`src/rtl/ac97_reg_arbiter.sv`:
```
// Round-robin share of the AC97 shadow-register bus port; one bus access (plus optional 0x68 flush poll) per grant.
// Latency: request to strobe 1 cycle, ack to done_o 1 cycle; requesters hold req_i until done_o, bus stalls on ack_i (bounded by ACK_MAX).
module ac97_reg_arbiter #(
   parameter int          NREQ     = 4,
   parameter logic [63:0] BASE     = 64'hFFFF_FFFF_FFDC_1000,
   parameter int          ACK_MAX  = 15,
   parameter int          POLL_MAX = 1023
) (
   input  logic               clk_i,
   input  logic               rst_ni,
   input  logic [NREQ-1:0]    req_i,
   input  logic [NREQ-1:0]    we_i,
   input  logic [NREQ-1:0]    sync_i,
   input  logic [7*NREQ-1:0]  reg_i,
   input  logic [16*NREQ-1:0] wdat_i,
   output logic [NREQ-1:0]    done_o,
   output logic [15:0]        rdat_o,
   output logic               err_o,
   output logic               cyc_o,
   output logic               stb_o,
   output logic               we_o,
   output logic [63:0]        adr_o,
   output logic [15:0]        dat_o,
   input  logic               ack_i,
   input  logic [15:0]        dat_i
);

   localparam int IW = (NREQ > 1) ? $clog2(NREQ) : 1;
   localparam int AW = $clog2(ACK_MAX + 1);
   localparam int PW = $clog2(POLL_MAX + 1);

   typedef enum logic [2:0] {IDLE, BUS, GAP, POLL, DONE} state_t;

   state_t          state_q, state_n;
   logic [IW-1:0]   ptr_q, grant_q;
   logic            cmd_we_q, cmd_sync_q;
   logic [AW-1:0]   wait_q, wait_n;
   logic [PW-1:0]   poll_q, poll_n;
   logic            abort_q, abort_n;
   logic [15:0]     rdat_q, rdat_n;
   logic            cyc_q, we_q, err_q;
   logic [63:0]     adr_q;
   logic [15:0]     dat_q;
   logic [NREQ-1:0] done_q;

   logic            found;
   logic [IW-1:0]   win;
   logic            win_we, win_sync;
   logic [6:0]      win_reg;
   logic [15:0]     win_wdat;
   logic            strobe_n;

   // Two passes: first the indices at or above ptr, then wrap to the low ones.
   always_comb begin
      found    = 1'b0;
      win      = '0;
      win_we   = 1'b0;
      win_sync = 1'b0;
      win_reg  = '0;
      win_wdat = '0;
      for (int k = 0; k < NREQ; k++) begin
         if (!found && req_i[k] && (IW'(k) >= ptr_q)) begin
            found    = 1'b1;
            win      = IW'(k);
            win_we   = we_i[k];
            win_sync = sync_i[k];
            win_reg  = reg_i[7*k +: 7];
            win_wdat = wdat_i[16*k +: 16];
         end
      end
      for (int k = 0; k < NREQ; k++) begin
         if (!found && req_i[k]) begin
            found    = 1'b1;
            win      = IW'(k);
            win_we   = we_i[k];
            win_sync = sync_i[k];
            win_reg  = reg_i[7*k +: 7];
            win_wdat = wdat_i[16*k +: 16];
         end
      end
   end

   always_comb begin
      state_n = state_q;
      wait_n  = wait_q;
      poll_n  = poll_q;
      abort_n = abort_q;
      rdat_n  = rdat_q;
      case (state_q)
         IDLE: if (found) state_n = BUS;
         BUS, POLL: begin
            if (ack_i) begin
               wait_n = '0;
               if (state_q == BUS) begin
                  if (!cmd_we_q) rdat_n = dat_i;
                  state_n = (cmd_we_q && cmd_sync_q) ? GAP : DONE;
               end else begin
                  rdat_n = dat_i;
                  if (dat_i == 16'h0000) begin
                     state_n = DONE;
                  end else if (poll_q == PW'(POLL_MAX - 1)) begin
                     abort_n = 1'b1;
                     state_n = DONE;
                  end else begin
                     poll_n  = poll_q + 1'b1;
                     state_n = GAP;
                  end
               end
            end else if (wait_q == AW'(ACK_MAX - 1)) begin
               wait_n  = '0;
               abort_n = 1'b1;
               state_n = DONE;
            end else begin
               wait_n = wait_q + 1'b1;
            end
         end
         GAP: state_n = POLL;
         DONE: begin
            state_n = IDLE;
            wait_n  = '0;
            poll_n  = '0;
            abort_n = 1'b0;
         end
         default: state_n = IDLE;
      endcase
   end

   assign strobe_n = (state_n == BUS) || (state_n == POLL);

   always_ff @(posedge clk_i or negedge rst_ni) begin
      if (!rst_ni) begin
         state_q    <= IDLE;
         ptr_q      <= '0;
         grant_q    <= '0;
         cmd_we_q   <= 1'b0;
         cmd_sync_q <= 1'b0;
         wait_q     <= '0;
         poll_q     <= '0;
         abort_q    <= 1'b0;
         rdat_q     <= '0;
         cyc_q      <= 1'b0;
         we_q       <= 1'b0;
         adr_q      <= '0;
         dat_q      <= '0;
         done_q     <= '0;
         err_q      <= 1'b0;
      end else begin
         state_q <= state_n;
         wait_q  <= wait_n;
         poll_q  <= poll_n;
         abort_q <= abort_n;
         rdat_q  <= rdat_n;
         cyc_q   <= strobe_n;
         if (state_q == IDLE && found) begin
            grant_q    <= win;
            cmd_we_q   <= win_we;
            cmd_sync_q <= win_sync;
            adr_q      <= {BASE[63:8], 1'b0, win_reg};
            dat_q      <= win_wdat;
         end else if (state_n == POLL) begin
            adr_q <= {BASE[63:8], 8'h68};
         end
         if (state_n == BUS) we_q <= (state_q == IDLE) ? win_we : cmd_we_q;
         else                we_q <= 1'b0;
         done_q <= (state_n == DONE) ? (NREQ'(1) << grant_q) : '0;
         err_q  <= (state_n == DONE) && abort_n;
         if (state_q == DONE) ptr_q <= (grant_q == IW'(NREQ - 1)) ? '0 : grant_q + 1'b1;
      end
   end

   assign done_o = done_q;
   assign rdat_o = rdat_q;
   assign err_o  = err_q;
   assign cyc_o  = cyc_q;
   assign stb_o  = cyc_q;
   assign we_o   = we_q;
   assign adr_o  = adr_q;
   assign dat_o  = dat_q;

endmodule

```
`config.mk`:
```
export PLATFORM = sky130hd
export DESIGN_NAME = ac97_reg_arbiter
export DESIGN_NICKNAME = d
export VERILOG_FILES = /design/src/rtl/ac97_reg_arbiter.sv
export SDC_FILE = /design/constraint.sdc
export NUM_CORES = 1
export LEC_CHECK = 0
export BUFFER_PORTS_ARGS = -buffer_cell sky130_fd_sc_hd__buf_2
export CORE_ASPECT_RATIO = 1.4
export CORE_UTILIZATION = 43
export DETAILED_ROUTE_END_ITERATION = 16
export HOLD_SLACK_MARGIN = 0.12
export PLACE_DENSITY = 0.77
export SETUP_SLACK_MARGIN = 0.5
export SLEW_MARGIN = 20
export SYNTH_ARGS = -nofsm -noshare
export SYNTH_HDL_FRONTEND = slang
export SYNTH_SLANG_ARGS = --single-unit
```
`constraint.sdc`:
```
create_clock -name clk_i -period 1.8 [get_ports clk_i]
set_clock_uncertainty 0.05 [all_clocks]
set_input_delay 0.18 -clock clk_i [delete_from_list [all_inputs] [get_ports clk_i]]
set_output_delay 0.18 -clock clk_i [all_outputs]
set_load 0.02 [all_outputs]
```
# Yosys cells after proc, flatten, opt, wreduce, memory -nomap -nowiden
# Index checks and enable logic that the tools add are counted.
[classes]
n_addsub = 3
order_cmp = 4
n_eq_ne = 15
shifts = 1
muxes = 77
reduce_logical = 29
[op_table]
columns = ["op", "n"]
rows = [
  ["$mux W16", 10],
  ["$mux W64", 2],
  ["$mux W7", 8],
  ["$mux W10", 4],
  ["$mux W1", 32],
  ["$mux W3", 7],
  ["$pmux W10 S2", 1],
  ["$logic_not A16 Y1", 1],
  ["$logic_and A1 B1 Y1", 14],
  ["$mux W2", 7],
  ["$mux W4", 3],
  ["$add A10 B1 Y10 const B", 1],
  ["$eq A10 B10 Y1 const B", 1],
  ["$ne A2 B2 Y1 const B", 5],
  ["$eq A3 B2 Y1 const B", 3],
  ["$pmux W3 S3", 1],
  ["$pmux W4 S2", 1],
  ["$logic_not A1 Y1", 7],
  ["$eq A3 B1 Y1 const B", 2],
  ["$eq A3 B3 Y1 const B", 2],
  ["$reduce_and A5 Y1", 1],
  ["$add A4 B1 Y4 const B", 1],
  ["$eq A4 B4 Y1 const B", 1],
  ["$ge A1 B2 Y1 const A", 2],
  ["other kinds (10)", 12],
]
[word_totals]
regBits = 127
input_bits = 123
out_inout_bits = 104
wordCells = 144

# Logic depth before layout (Yosys ltp)
# Gate-level depths: netlist (run 1).
[depth]
word_depth = 32
depth_mapped = 9
ltp_nobuf = 7

# Worst setup path after synthesis (run 1)
# Ideal clock, no wire load.
[synth_path]
path_type = "register -> register"
startpoint = "reg ptr_q[1]"
endpoint = "reg dat_q[12] (netlist: dat_o[12])"
setup_ps = 130
arrival_time_ps = 1739
required_ps = 1620
slack_ps = -120
stages_incl_launch_ff = 10
path_buffers = 3
synth_period_minus_slack_ps = 1920
path_cell_list = "dfrtp_1 > buf_2 > inv_2 > buf_4 > a21oi_1 > o211a_1 > buf_2 > a211o_1 > a221oi_1 > a21oi_1"
[synth_between]
elab_chain_len = 28
[synth_lines]
columns = ["item", "line_no", "source"]
rows = [
  ["from (decl)", "35", "logic [IW-1:0] ptr_q, grant_q;"],
  ["from (signal assigned)", "167", "if (state_q == DONE) ptr_q <= (grant_q == IW'(NREQ - 1)) ? '0 : grant_q + 1'b1;"],
  ["$ge A1 B2 Y1", "62", "if (!found && req_i[k] && (IW'(k) >= ptr_q)) begin"],
  ["$logic_and A1 B1 Y1", "62", ""],
  ["$mux W1", "62", ""],
  ["$logic_not A1 Y1", "62", ""],
  ["$logic_and A1 B1 Y1 (2 in series)", "62", ""],
  ["$mux W1", "62", ""],
  ["$logic_not A1 Y1", "62", ""],
  ["$logic_and A1 B1 Y1 (2 in series)", "62", ""],
  ["(+10 left out)", "-", ""],
  ["$mux W1", "72", "if (!found && req_i[k]) begin"],
  ["$logic_not A1 Y1", "72", ""],
  ["$logic_and A1 B1 Y1", "72", ""],
  ["$mux W1", "72", ""],
  ["$logic_not A1 Y1", "72", ""],
  ["$logic_and A1 B1 Y1", "72", ""],
  ["$mux W1", "72", ""],
  ["$logic_and A1 B1 Y1", "154", "if (state_q == IDLE && found) begin"],
  ["to (signal assigned)", "159", "dat_q <= win_wdat;"],
  ["to (decl)", "43", "logic [15:0] dat_q;"],
]
# Several ways; a longest one is shown, not always the timed one.
# A chain may end at the register's enable or synchronous reset.

# Worst setup path after layout (run 1)
[layout_path]
startpoint = "reg ptr_q[1]"
endpoint = "reg we_q (netlist: we_o)"
[layout_between]
elab_chain_len = 31
[layout_lines]
columns = ["item", "line_no", "source"]
rows = [
  ["$ge A1 B2 Y1", "62", ""],
  ["$logic_and A1 B1 Y1", "62", ""],
  ["$mux W1", "62", ""],
  ["$logic_not A1 Y1", "62", ""],
  ["$logic_and A1 B1 Y1 (2 in series)", "62", ""],
  ["$mux W1", "62", ""],
  ["$logic_not A1 Y1", "62", ""],
  ["$logic_and A1 B1 Y1 (2 in series)", "62", ""],
  ["(+13 left out)", "-", ""],
  ["$mux W1", "72", ""],
  ["$logic_not A1 Y1", "72", ""],
  ["$logic_and A1 B1 Y1", "72", ""],
  ["$mux W1", "72", ""],
  ["$mux W3", "90", "IDLE: if (found) state_n = BUS;"],
  ["$pmux W3 S3", "89", "case (state_q)"],
  ["$eq A3 B1 Y1", "163", "if (state_n == BUS) we_q <= (state_q == IDLE) ? win_we : cmd_we_q;"],
  ["$mux W1 (*)", "163", ""],
  ["to (signal assigned)", "163", ""],
  ["to (decl)", "41", "logic cyc_q, we_q, err_q;"],
]
# Mark *: on every way between the ends. The rest lies on a longest branch, timed or not.

==> results of run 1 <==
[metal layers]
metal / wire [um] / track usage / vias up
li1: - / - / 2559
met1: 7724 / 0.3705 / 2830
met2: 12210 / 0.6568 / 408
met3: 1752 / 0.07321 / 95
met4: 1143 / 0.1625 / 0
met5: 0 / 0 / -
[path summary, 6_finish.rpt]
check,to,slack (ns),startpoint
worst max-delay path,we_o$_DFF_PN0_,-0.04,ptr_q[1]$_DFFE_PN0N_
worst min-delay path,adr_o[2]$_DFFE_PN0P_,0.11,reg_i[9]
worst max register to register,we_o$_DFF_PN0_,-0.04,ptr_q[1]$_DFFE_PN0N_
worst min register to register,rdat_o[1]$_DFFE_PN0P_,0.45,rdat_o[1]$_DFFE_PN0P_
max in group asynchronous,ptr_q[0]$_DFFE_PN0N_,0.81,rst_ni
min in group asynchronous,poll_q[1]$_DFFE_PN0P_,0.26,rst_ni
[cells by family after synthesis]
| logic type | after synthesis |
|---|---|
| mux | 21 |
| fa+ha+maj | 8 |
| xor+xnor | 5 |
| buf+inv | 102 |
| flops | 71 |
| other cells | 1 |
| simple gates | 163 |
| compound gates | 163 |
[critical path, cell delays in order (launching register included)]
cell       delay (ns)
dfrtp_2          0.44
buf_6            0.15
inv_8            0.06
a21oi_4          0.06
o2111a_1         0.23
a31oi_1          0.18
o22ai_2          0.13
a2111oi_2        0.32
buf_4            0.16
[state kept, by name, summed over array words and instances, names as in the netlist]
signal and cells:
wait_q 4, done_o 4, cmd_we_q 1, adr_o 8, we_o 1, dat_o 16, err_o 1, state_q 3
abort_q 1, rdat_o 16, cmd_sync_q 1, ptr_q 2, poll_q 10, cyc_o 1, grant_q 2
[report_power, final]
| group | switching, mW | internal (mW) | leakage (nW) |
|---|---|---|---|
| registers | 0.608 | 2.26 | 0.873 |
| logic | 3.43 | 3.06 | 3.04 |
| clock network | 0.750 | 1.11 | 0.146 |
[cell type report]
type / instances / share of cell area
repair buffers: 379 / 0.3699
flip-flops and latches: 71 / 0.2069
clock buffers: 11 / 0.02808
inverters: 8 / 0.004343
multi-input cells: 372 / 0.3639
clock inverters: 5 / 0.006514
well taps: 141 / 0.02041
[through the flow]
stage	instance area (um^2)	setup TNS [ns]	power, mW
3_3_place_gp	6340	-0.05385	7.448
6_report	8643	-0.2344	11.21
4_1_cts	8175	-0.06302	10.21
5_1_grt	8643	-1.515	11.70
3_5_place_dp	6340	-0.4009	7.581
2_1_floorplan	5239	0	5.916
[synthesized netlist by cell type, types with 7 or more instances]
library cell  count
clkbuf_1         21
buf_4            58
nand2_1          59
a221o_1           8
buf_2             9
a222oi_1          7
a221oi_1         17
nor2_1           28
mux2_2           16
o221ai_1         12
inv_1             7
dfrtp_1          71
nand3_1          27
a211o_1           8
ha_1              8
a21oi_1          35
a31oi_1           8
o21ai_0          26
[repair_timing]
item / 4_1_cts / 5_1_grt
pin swaps: 33 / 35
setup endpoints to repair: 116 / 117
hold buffers: 46 / 0
endpoints found under the hold margin: 87 / 0
buffers inserted: 28 / 20
gates cloned: 5 / 2
gates resized for setup: 202 / 60
[layout by cell type (no fill, tap or decap), drive strengths merged, types with 4 or more instances in the layout]
cell	instances
a21oi	35
nor3	5
a221oi	21
nand2	61
and3	6
a22oi	6
o22ai	4
mux2	16
o221ai	12
inv	9
nor4	7
o21ai	28
clkbuf	13
nand2b	6
nand4	6
nor2	28
a221o	8
a31oi	8
buf	331
nor2b	4
mux2i	5
nand3	27
a211o	8
conb	11
a222oi	7
and2	7
ha	8
xnor2	5
dfrtp	71
dlygate4sd3	46
==> run summary, run 1 <==
* 71 — number of flip-flops and latches in the synthesized netlist
* 0 — Ant. Diodes
* 0 — max-cap check violation count
* 215 — number of port buffers
* register — Critical Path End Type
* 0.9524 — routability cong.
* 127.3 um — Die H
* 0 — YS warnings
* 45 — number of core rows
* negative setup slack — violated checks
* 2 — Max clock buf depth
* 0.5532 — share of post-route cells with drive strength above 1
* 0.5750 ns — transition at the pin with the smallest max-transition slack
* 0.1712 — basic-gate share of the synthesized area counting and, or, nand and nor cells
* 670 — filler instances
* built — clock tree from TritonCTS
* reg -> reg — Crit Path Category
* complete, but fails checks — result of the run
* 8 — R2R cell count
* clkbuf_16 — CTS root buffer
* 1.000 — share of synthesized registers carrying an async set or reset
* 534 — Synth Instances
* 1.842 ns — min cycle time layout
* 543.0 MHz — achievable clock frequency
* 0.3503 — total global-route track usage
* 0.6131 — headroom to the max-slew limit
* 1297 mW/mm^2 — power density normalized to cell area
* 0.07 ns — clock edge transition at the registers on the reported setup and hold paths
* 0.01087 mm^2 — standard cell core area
* -0.05978 ns — pre-CTS setup slack
* register — startpoint class of the critical path
* 0 — count of final hold-check violations
* 0.02075 — synthesized-area fraction occupied by adder cells
* 0.01165 mm^2 — area of the die
* 413 — DRC violation total after the first TritonRoute iteration
* 0 — antenna violations before repair
* 30 — pin count of the biggest net entering global routing
* 0.009077 — post-synthesis xor/xnor area fraction
* 0.3683 — register area share after synthesis
* 0 — global route overflow
* 0.3683 — Yosys top cell area share
* 972 — count of nets after finishing
* 9.035 um^2 — average instance area after synthesis
* 0 — number of nets with antenna violations after routing
* 987 — post-route non-filler standard cell count
* dfrtp_1 — most used flip-flop cell after synthesis
* true — unrepaired setup endpoints after global routing
* in -> reg — worst min path class
* 0 — number of flops mapped to enable cells by yosys
* dfrtp_1 — library cell with the largest summed area after synthesis
* 3 — level count of the clock H-tree
* 0 — number of remaining DRC errors
* 0.004825 mm^2 — Post-Syn Area
* 22830 um — final wirelength
* 64 — number of unique standard cell types used by synthesis
* 0.1077 ns — minimum hold slack
* 0 — number of max-slew violations in the final report
* 2.07 ns — Arr. time, crit path
* 2.03 ns — critical path data required time
* 4.055 nW — LEAKAGE
* 5820 — number of global-route vias before repair
* 0.7954 — Finished Core Util
* 0.7721 mV — worst-case vdd ir drop
* 227 — Top Ports
* 5.970 — ratio of routed vias to standard cells
* 5892 — overall via count from detail_route
* 12770 um — hpwl dp
* 6 — detailed-router iteration count before antenna repair
* 79.15% — area growth from synthesis to layout
* 23.13 um — mean routed wirelength per cell
* 91.52 um — die outline width
* compound AO/OA/AOI/OAI gates — main combinational cell family by area after synthesis
* 870 — placed cells
* 0.001788 mm^2 — FF/Latch Area
* 0.2505 — compound-gate portion of the synthesized area
* 0.003146 mm^2 — area occupied by multi-input gates
* 0.4440 — Initial Utilization
* -0.04173 ns — min setup slack post-route
* 31130 um — global-route wire length before repair
* 1.023 — share of the cycle needed by the critical path after routing
* 3 — worst hold stages
* 71 — Sinks on Clock Net
* 0.34 ns — Worst-Skew Late Latency
* 0.04772 — multiplexer share of the synthesized area
* 5 — largest fanout of any net on the critical path
* 10 — # setup viols final
* dfrtp_1, buf_4, nand2_1 — top post-synthesis cells by area
* 9 — TritonCTS Buffers
No activity file was read; power rests on OpenSTA's default activity.
==> run 2: changes to the inputs <==
--- a/config.mk
+++ b/config.mk
@@ -10,9 +10,10 @@
 export CORE_UTILIZATION = 43
 export DETAILED_ROUTE_END_ITERATION = 16
 export HOLD_SLACK_MARGIN = 0.12
+export MAX_ROUTING_LAYER = met4
 export PLACE_DENSITY = 0.77
 export SETUP_SLACK_MARGIN = 0.5
-export SLEW_MARGIN = 20
+export SLEW_MARGIN = 15
 export SYNTH_ARGS = -nofsm -noshare
 export SYNTH_HDL_FRONTEND = slang
 export SYNTH_SLANG_ARGS = --single-unit
==> run 2 against run 1 <==
Against the previous run: first-iteration DRC count increased by 37%; design area increased by 5.8%; clock power increased by 4%; cell count increased by 2.8%; via count increased by 9.2%; sequential share of layout area decreased by 1.2 points; sequential power about the same; worst setup slack got worse by 0.10 ns; register-to-register slack got worse by 0.10 ns; largest power group unchanged; the flow still finishes with violations (negative setup slack).
==> run summary, run 2 (synthesis gave the netlist of run 1 again) <==
* 91.52 um — die outline width, unchanged
* 0 — number of nets with antenna violations after routing, unchanged
* 0.9080 — routability cong., -4.7%
* 550 — filler instances, -18%
* 1.943 ns — min cycle time layout, +0.1015 ns
* 0.5394 ns — transition at the pin with the smallest max-transition slack, -0.03558 ns
* register — startpoint class of the critical path
* 8 — detailed-router iteration count before antenna repair, +2
* 6434 — overall via count from detail_route, +9.2%
* reg -> reg — Crit Path Category
* 0.6740 mV — worst-case vdd ir drop, -13%
* in -> reg — worst min path class
* 33600 um — global-route wire length before repair, +8.0%
* 0.07 ns — clock edge transition at the registers on the reported setup and hold paths, about the same
* buf_2 — most frequent standard cell in the layout excluding fill and tap cells
* 0.5892 — share of post-route cells with drive strength above 1, +0.03605
* 25750 um — final wirelength, +13%
* 0 — number of remaining DRC errors, unchanged
* 514.6 MHz — achievable clock frequency, -5.2%
* 0 — count of final hold-check violations, unchanged
* 566 — DRC violation total after the first TritonRoute iteration, +37%
* 13 — largest fanout of any net on the critical path, +8
* 12900 um — hpwl dp, +0.97%
* 0 — global route overflow, unchanged
* 127.3 um — Die H, unchanged
* 1.96 ns — critical path data required time, -0.07 ns
* 0 — antenna violations before repair, unchanged
* 0 — number of max-slew violations in the final report, unchanged
* 0.01087 mm^2 — standard cell core area, unchanged
* 39 — pin count of the biggest net entering global routing, +30%
* 6.339 — ratio of routed vias to standard cells, +6.2%
* clkbuf_16 — CTS root buffer
* 71 — Sinks on Clock Net, unchanged
* 6203 — number of global-route vias before repair, +6.6%
* buf_6, inv_8, buf_6, o21ai_4, and3_4, buf_12, a222oi_1, a31oi_1 — cells along the critical path
* 1.080 — share of the cycle needed by the critical path after routing, +0.05640
* -0.1433 ns — min setup slack post-route, -0.1015 ns
* -0.14 ns — setup slack on the worst flop-to-flop path, -0.10 ns
* 215 — number of port buffers, unchanged
* 3 — level count of the clock H-tree, unchanged
* complete, but fails checks — result of the run
* 45 — number of core rows, unchanged
* 4 — worst path bufs/invs, +1
* 0.8418 — Finished Core Util, +0.04640
* 0 — max-cap check violation count, unchanged
* buf_6 — cell type with the highest occurrence count on the critical path
* built — clock tree from TritonCTS
* 0.46 ns — delay of the slowest cell on the worst path, +0.02 ns
* 0.35 ns — Worst-Skew Late Latency, about the same
* 0.3868 — total global-route track usage, +0.03648
* 89.60% — area growth from synthesis to layout
* true — unrepaired setup endpoints after global routing
* 25.37 um — mean routed wirelength per cell, +9.7%
* 9 — TritonCTS Buffers, unchanged
* 0.01165 mm^2 — area of the die, unchanged
* buf_2, buf_4, dfrtp_1, buf_6, dlygate4sd3_1 — commonest cells after routing, fill and taps aside
* 863 — placed cells, -0.80%
* dfrtp_2 — CP max stage cell
* 1000 — count of nets after finishing, +2.9%
* 0 — Ant. Diodes, unchanged
* 4.237 nW — LEAKAGE, +4.5%
* 0.001785 mm^2 — FF/Latch Area, -0.14%
* 28 — # setup viols final, +18
* 0.4440 — Initial Utilization, unchanged
* 1310 mW/mm^2 — power density normalized to cell area, +1.0%
* 1015 — post-route non-filler standard cell count, +2.8%
* negative setup slack — violated checks
* register — Critical Path End Type
* compound AO/OA/AOI/OAI gates — dominant delay contributor by cell family on the critical path
* 11.99 mW — total design power, +6.9%
* 2 — Max clock buf depth, unchanged
* 0.1294 ns — minimum hold slack, +0.02166 ns
* 2.10 ns — Arr. time, crit path, +0.03 ns
* 0.003299 mm^2 — area occupied by multi-input gates, +4.9%
* 0.6404 — headroom to the max-slew limit, +0.02725
* 227 — Top Ports, unchanged
[run 2: worst min-delay path: stages]
cell	delay, ns
buf_2	0.10
a221oi_2	0.05
a21oi_1	0.15
[run 2: final cells by class]
type	instances	share of cell area
tap	141	0.01929
multi-input combinational	374	0.3607
clock inverter	6	0.007523
clock buffer	10	0.02613
timing repair buffer	405	0.3871
sequential	71	0.1952
inverter	8	0.004103
[run 2: power breakdown]
group / total (mW) / switching, mW / internal [mW] / leakage (nW)
Sequential: 2.89 / 0.636 / 2.25 / 0.876
Clock: 1.93 / 0.810 / 1.12 / 0.149
Combinational: 7.17 / 3.82 / 3.34 / 3.21
[run 2: worst paths after layout]
check                                            from               endpoint  depth (start not counted)
worst max register to register   ptr_q[1]$_DFFE_PN0N_   dat_o[8]$_DFFE_PN0P_                          8
worst min register to register  rdat_o[1]$_DFFE_PN0P_  rdat_o[1]$_DFFE_PN0P_                          1
max in group asynchronous                      rst_ni  dat_o[12]$_DFFE_PN0P_                          3
worst max-delay path             ptr_q[1]$_DFFE_PN0N_   dat_o[8]$_DFFE_PN0P_                          8
min in group asynchronous                      rst_ni  poll_q[6]$_DFFE_PN0P_                          2
worst min-delay path                        reg_i[24]   adr_o[3]$_DFFE_PN0P_                          3
[run 2: per-stage QoR]
| step | worst slack [ns] | instance area (um^2) | TNS [ns] |
|---|---|---|---|
| 6_report | -0.1433 | 9148 | -1.613 |
| 5_1_grt | -0.1929 | 9148 | -3.727 |
| 4_1_cts | -0.04986 | 8594 | -0.1624 |
| 3_5_place_dp | -0.1169 | 6262 | -0.8771 |
| 3_3_place_gp | 0.003392 | 6262 | 0 |
| 2_1_floorplan | 0.007909 | 5239 | 0 |
[run 2: timing repair]
action,4_1_cts,5_1_grt
hold buffers,51,0
cloned,8,4
pin swaps,44,38
resized for setup,245,82
endpoints found under the setup margin,117,117
hold endpoints to repair,68,0
buffers inserted,50,23
[run 2: routing by layer]
layer  global-route usage  part of all wire  vias up
met5                    -                 0        -
met4               0.1905             0.080        0
met3              0.06964             0.092      192
met2               0.6842              0.51      588
met1               0.4136              0.32     3035
li1                     -                 -     2619
==> run 3: changes to the inputs <==
==> constraint.sdc (replaced) <==
create_clock -name clk_i -period 1.8 [get_ports clk_i]
set_clock_uncertainty 0.05 [all_clocks]
set_input_delay 0.36 -clock clk_i [delete_from_list [all_inputs] [get_ports clk_i]]
set_output_delay 0.36 -clock clk_i [all_outputs]
set_load 0.02 [all_outputs]
==> run 3 against run 2 <==
Against the previous run: the run still ends with negative setup slack left; wire length down 17%; maximum frequency up 0.63%; hold slack better by 0.096 ns; core utilization down 4.2 points; register-to-register slack barely moved; total power grew 1.7%; die area stayed put; design area fell by 5.0%; first-iteration DRC count decreased by 10%; critical path depth is 1 lower; non-clock buffer count decreased by 58.
==> run summary, run 3 (synthesis gave the netlist of run 1 again) <==
* 7 — detailed-router iteration count before antenna repair, -1
* 91.52 um — die outline width, unchanged
* reg -> reg — Crit Path Category
* 517.8 MHz — achievable clock frequency, +0.63%
* -1.212 ns — total negative slack for setup checks, +0.4007 ns
* 1.96 ns — critical path data required time, about the same
* 0 — number of nets with antenna violations after routing, unchanged
* 0.01087 mm^2 — standard cell core area, unchanged
* negative setup slack — violated checks
* register — Critical Path End Type
* buf_2, buf_6, buf_4 — commonest cells after routing, fill and taps aside
* true — unrepaired setup endpoints after global routing
* 9 — TritonCTS Buffers, unchanged
* 0.9356 — routability cong., +3.0%
* 21 — # setup viols final, -25%
* 5939 — overall via count from detail_route, -7.7%
* 0.4049 — switching power as a share of total power, -0.03479
* 12 — largest fanout of any net on the critical path, -1
* -0.13 ns — setup slack on the worst flop-to-flop path, about the same
* 47 — pin count of the biggest net entering global routing, +21%
* -0.2155 ns — pre-CTS setup slack, -0.09859 ns
* 45 — number of core rows, unchanged
* 0.9608 mV — worst-case vdd ir drop, +43%
* 127.3 um — Die H, unchanged
* 71 — Sinks on Clock Net, unchanged
* 0.6110 — share of post-route cells with drive strength above 1, +0.02180
* 2 — Max clock buf depth, unchanged
* 508 — DRC violation total after the first TritonRoute iteration, -10%
* 941 — count of nets after finishing, -5.9%
* 2.09 ns — Arr. time, crit path, about the same
* 215 — number of port buffers, unchanged
* 0 — antenna violations before repair, unchanged
* 2 — worst hold stages, -1
* 6.212 — ratio of routed vias to standard cells, -2.0%
* 0.34 ns — Worst-Skew Late Latency, about the same
* 80.19% — area growth from synthesis to layout
* 0 — global route overflow, unchanged
* 22.36 um — mean routed wirelength per cell, -12%
* 5516 — number of global-route vias before repair, -11%
* 1.931 ns — min cycle time layout, -0.01211 ns
* 4.936 mW — switching pwr, -6.3%
* 11490 um — hpwl dp, -11%
* complete, but fails checks — result of the run
* -0.1311 ns — min setup slack post-route, +0.01211 ns
* buf_2 — most frequent standard cell in the layout excluding fill and tap cells
* 21380 um — final wirelength, -17%
* 0 — Ant. Diodes, unchanged
* 0.01165 mm^2 — area of the die, unchanged
* 0 — count of final hold-check violations, unchanged
* 0.06 ns — clock edge transition at the registers on the reported setup and hold paths, about the same
* 0 — number of max-slew violations in the final report, unchanged
* 0.8000 — Finished Core Util, -0.04180
* clkbuf_16 — CTS root buffer
* 7 — R2R cell count, -1
* built — clock tree from TritonCTS
* 0 — number of remaining DRC errors, unchanged
* 3 — level count of the clock H-tree, unchanged
* 12.19 mW — total design power, +1.7%
* 27850 um — global-route wire length before repair, -17%
* 0.239 — sequential power share, -0.002
* 0.3165 — total global-route track usage, -0.07030
* 227 — Top Ports, unchanged
* 1402 mW/mm^2 — power density normalized to cell area, +7.0%
* in -> reg — worst min path class
* register — startpoint class of the critical path
* 0.2253 ns — minimum hold slack, +0.09588 ns
* 0.588 — combinational share of power, -0.010
* 1.073 — share of the cycle needed by the critical path after routing, -0.006728
* 7.254 mW — Cell Int Power, +8.0%
* 4.036 nW — LEAKAGE, -4.7%
* 0.174 — clock network power share, +0.013
* 0.4440 — Initial Utilization, unchanged
* 0 — max-cap check violation count, unchanged
run 3: cell count changes in the layout (fill, tap and decap cells not counted), moves of 3 or more:
cell / previous run / this run
and3_4: 5 / 1
nand3_1: 19 / 22
a221oi_4: 0 / 4
buf_4: 67 / 79
o21ai_0: 5 / 11
a21oi_2: 9 / 3
dlygate4sd3_1: 51 / 1
and3_1: 1 / 4
buf_8: 33 / 29
o21ai_1: 15 / 12
buf_2: 168 / 131
buf_6: 66 / 89
a21oi_1: 25 / 30
a221oi_2: 21 / 16
run 3: per-stage QoR:
| stage | cell area, um^2 | instances |
|---|---|---|
| 2_1_floorplan | 5171 | 544 |
| 3_3_place_gp | 6243 | 863 |
| 3_5_place_dp | 6243 | 863 |
| 4_1_cts | 7689 | 920 |
| 5_1_grt | 8693 | 956 |
| 6_report | 8693 | 956 |
run 3: worst max-delay path, cell delays in order (launching register included):
cell and delay (ns):
dfrtp_2 0.50, buf_4 0.19, o21ai_4 0.23, nor3b_4 0.08
buf_6 0.16, a221o_1 0.34, o21ai_0 0.09, a31oi_1 0.14
run 3: power groups by stage:
stage | logic, mW | clock network, mW | registers, mW
2_1_floorplan | 2.63 | 0 | 3.21
3_3_place_gp | 4.56 | 0 | 2.71
3_5_place_dp | 4.68 | 0 | 2.74
4_1_cts | 5.60 | 2.11 | 2.79
5_1_grt | 7.52 | 2.19 | 2.95
6_report | 7.16 | 2.12 | 2.91
run 3: path summary, 6_finish.rpt:
kind,start,to
max,ptr_q[0]$_DFFE_PN0N_,dat_o[8]$_DFFE_PN0P_
min,dat_i[3],rdat_o[3]$_DFFE_PN0P_
max reg2reg,ptr_q[0]$_DFFE_PN0N_,dat_o[8]$_DFFE_PN0P_
min reg2reg,poll_q[6]$_DFFE_PN0P_,poll_q[6]$_DFFE_PN0P_
max in group asynchronous,rst_ni,adr_o[62]$_DFFE_PN0P_
min in group asynchronous,rst_ni,grant_q[1]$_DFFE_PN0P_
run 3: repair_timing:
action	CTS	global route
pin swaps	41	48
hold buffers	1	0
gates resized for setup	190	187
gates cloned	7	3
setup buffers	33	33
hold endpoints to repair	25	0
setup endpoints to repair	133	150
run 3: layout make-up:
cell class | count | area [um^2]
timing repair buffer | 347 | 3089
fill | 599 | 2173
tap | 141 | 176.4
clock buffer | 10 | 239.0
multi-input combinational | 373 | 3262
sequential | 71 | 1787
clock inverter | 6 | 107.6
inverter | 8 | 32.53
run 3: layer usage:
layer,share of wire,GRT usage,up-vias
met5,0,-,-
met4,0.064,0.1690,0
met3,0.082,0.04286,135
met2,0.52,0.5449,496
met1,0.34,0.3549,2822
li1,-,-,2486
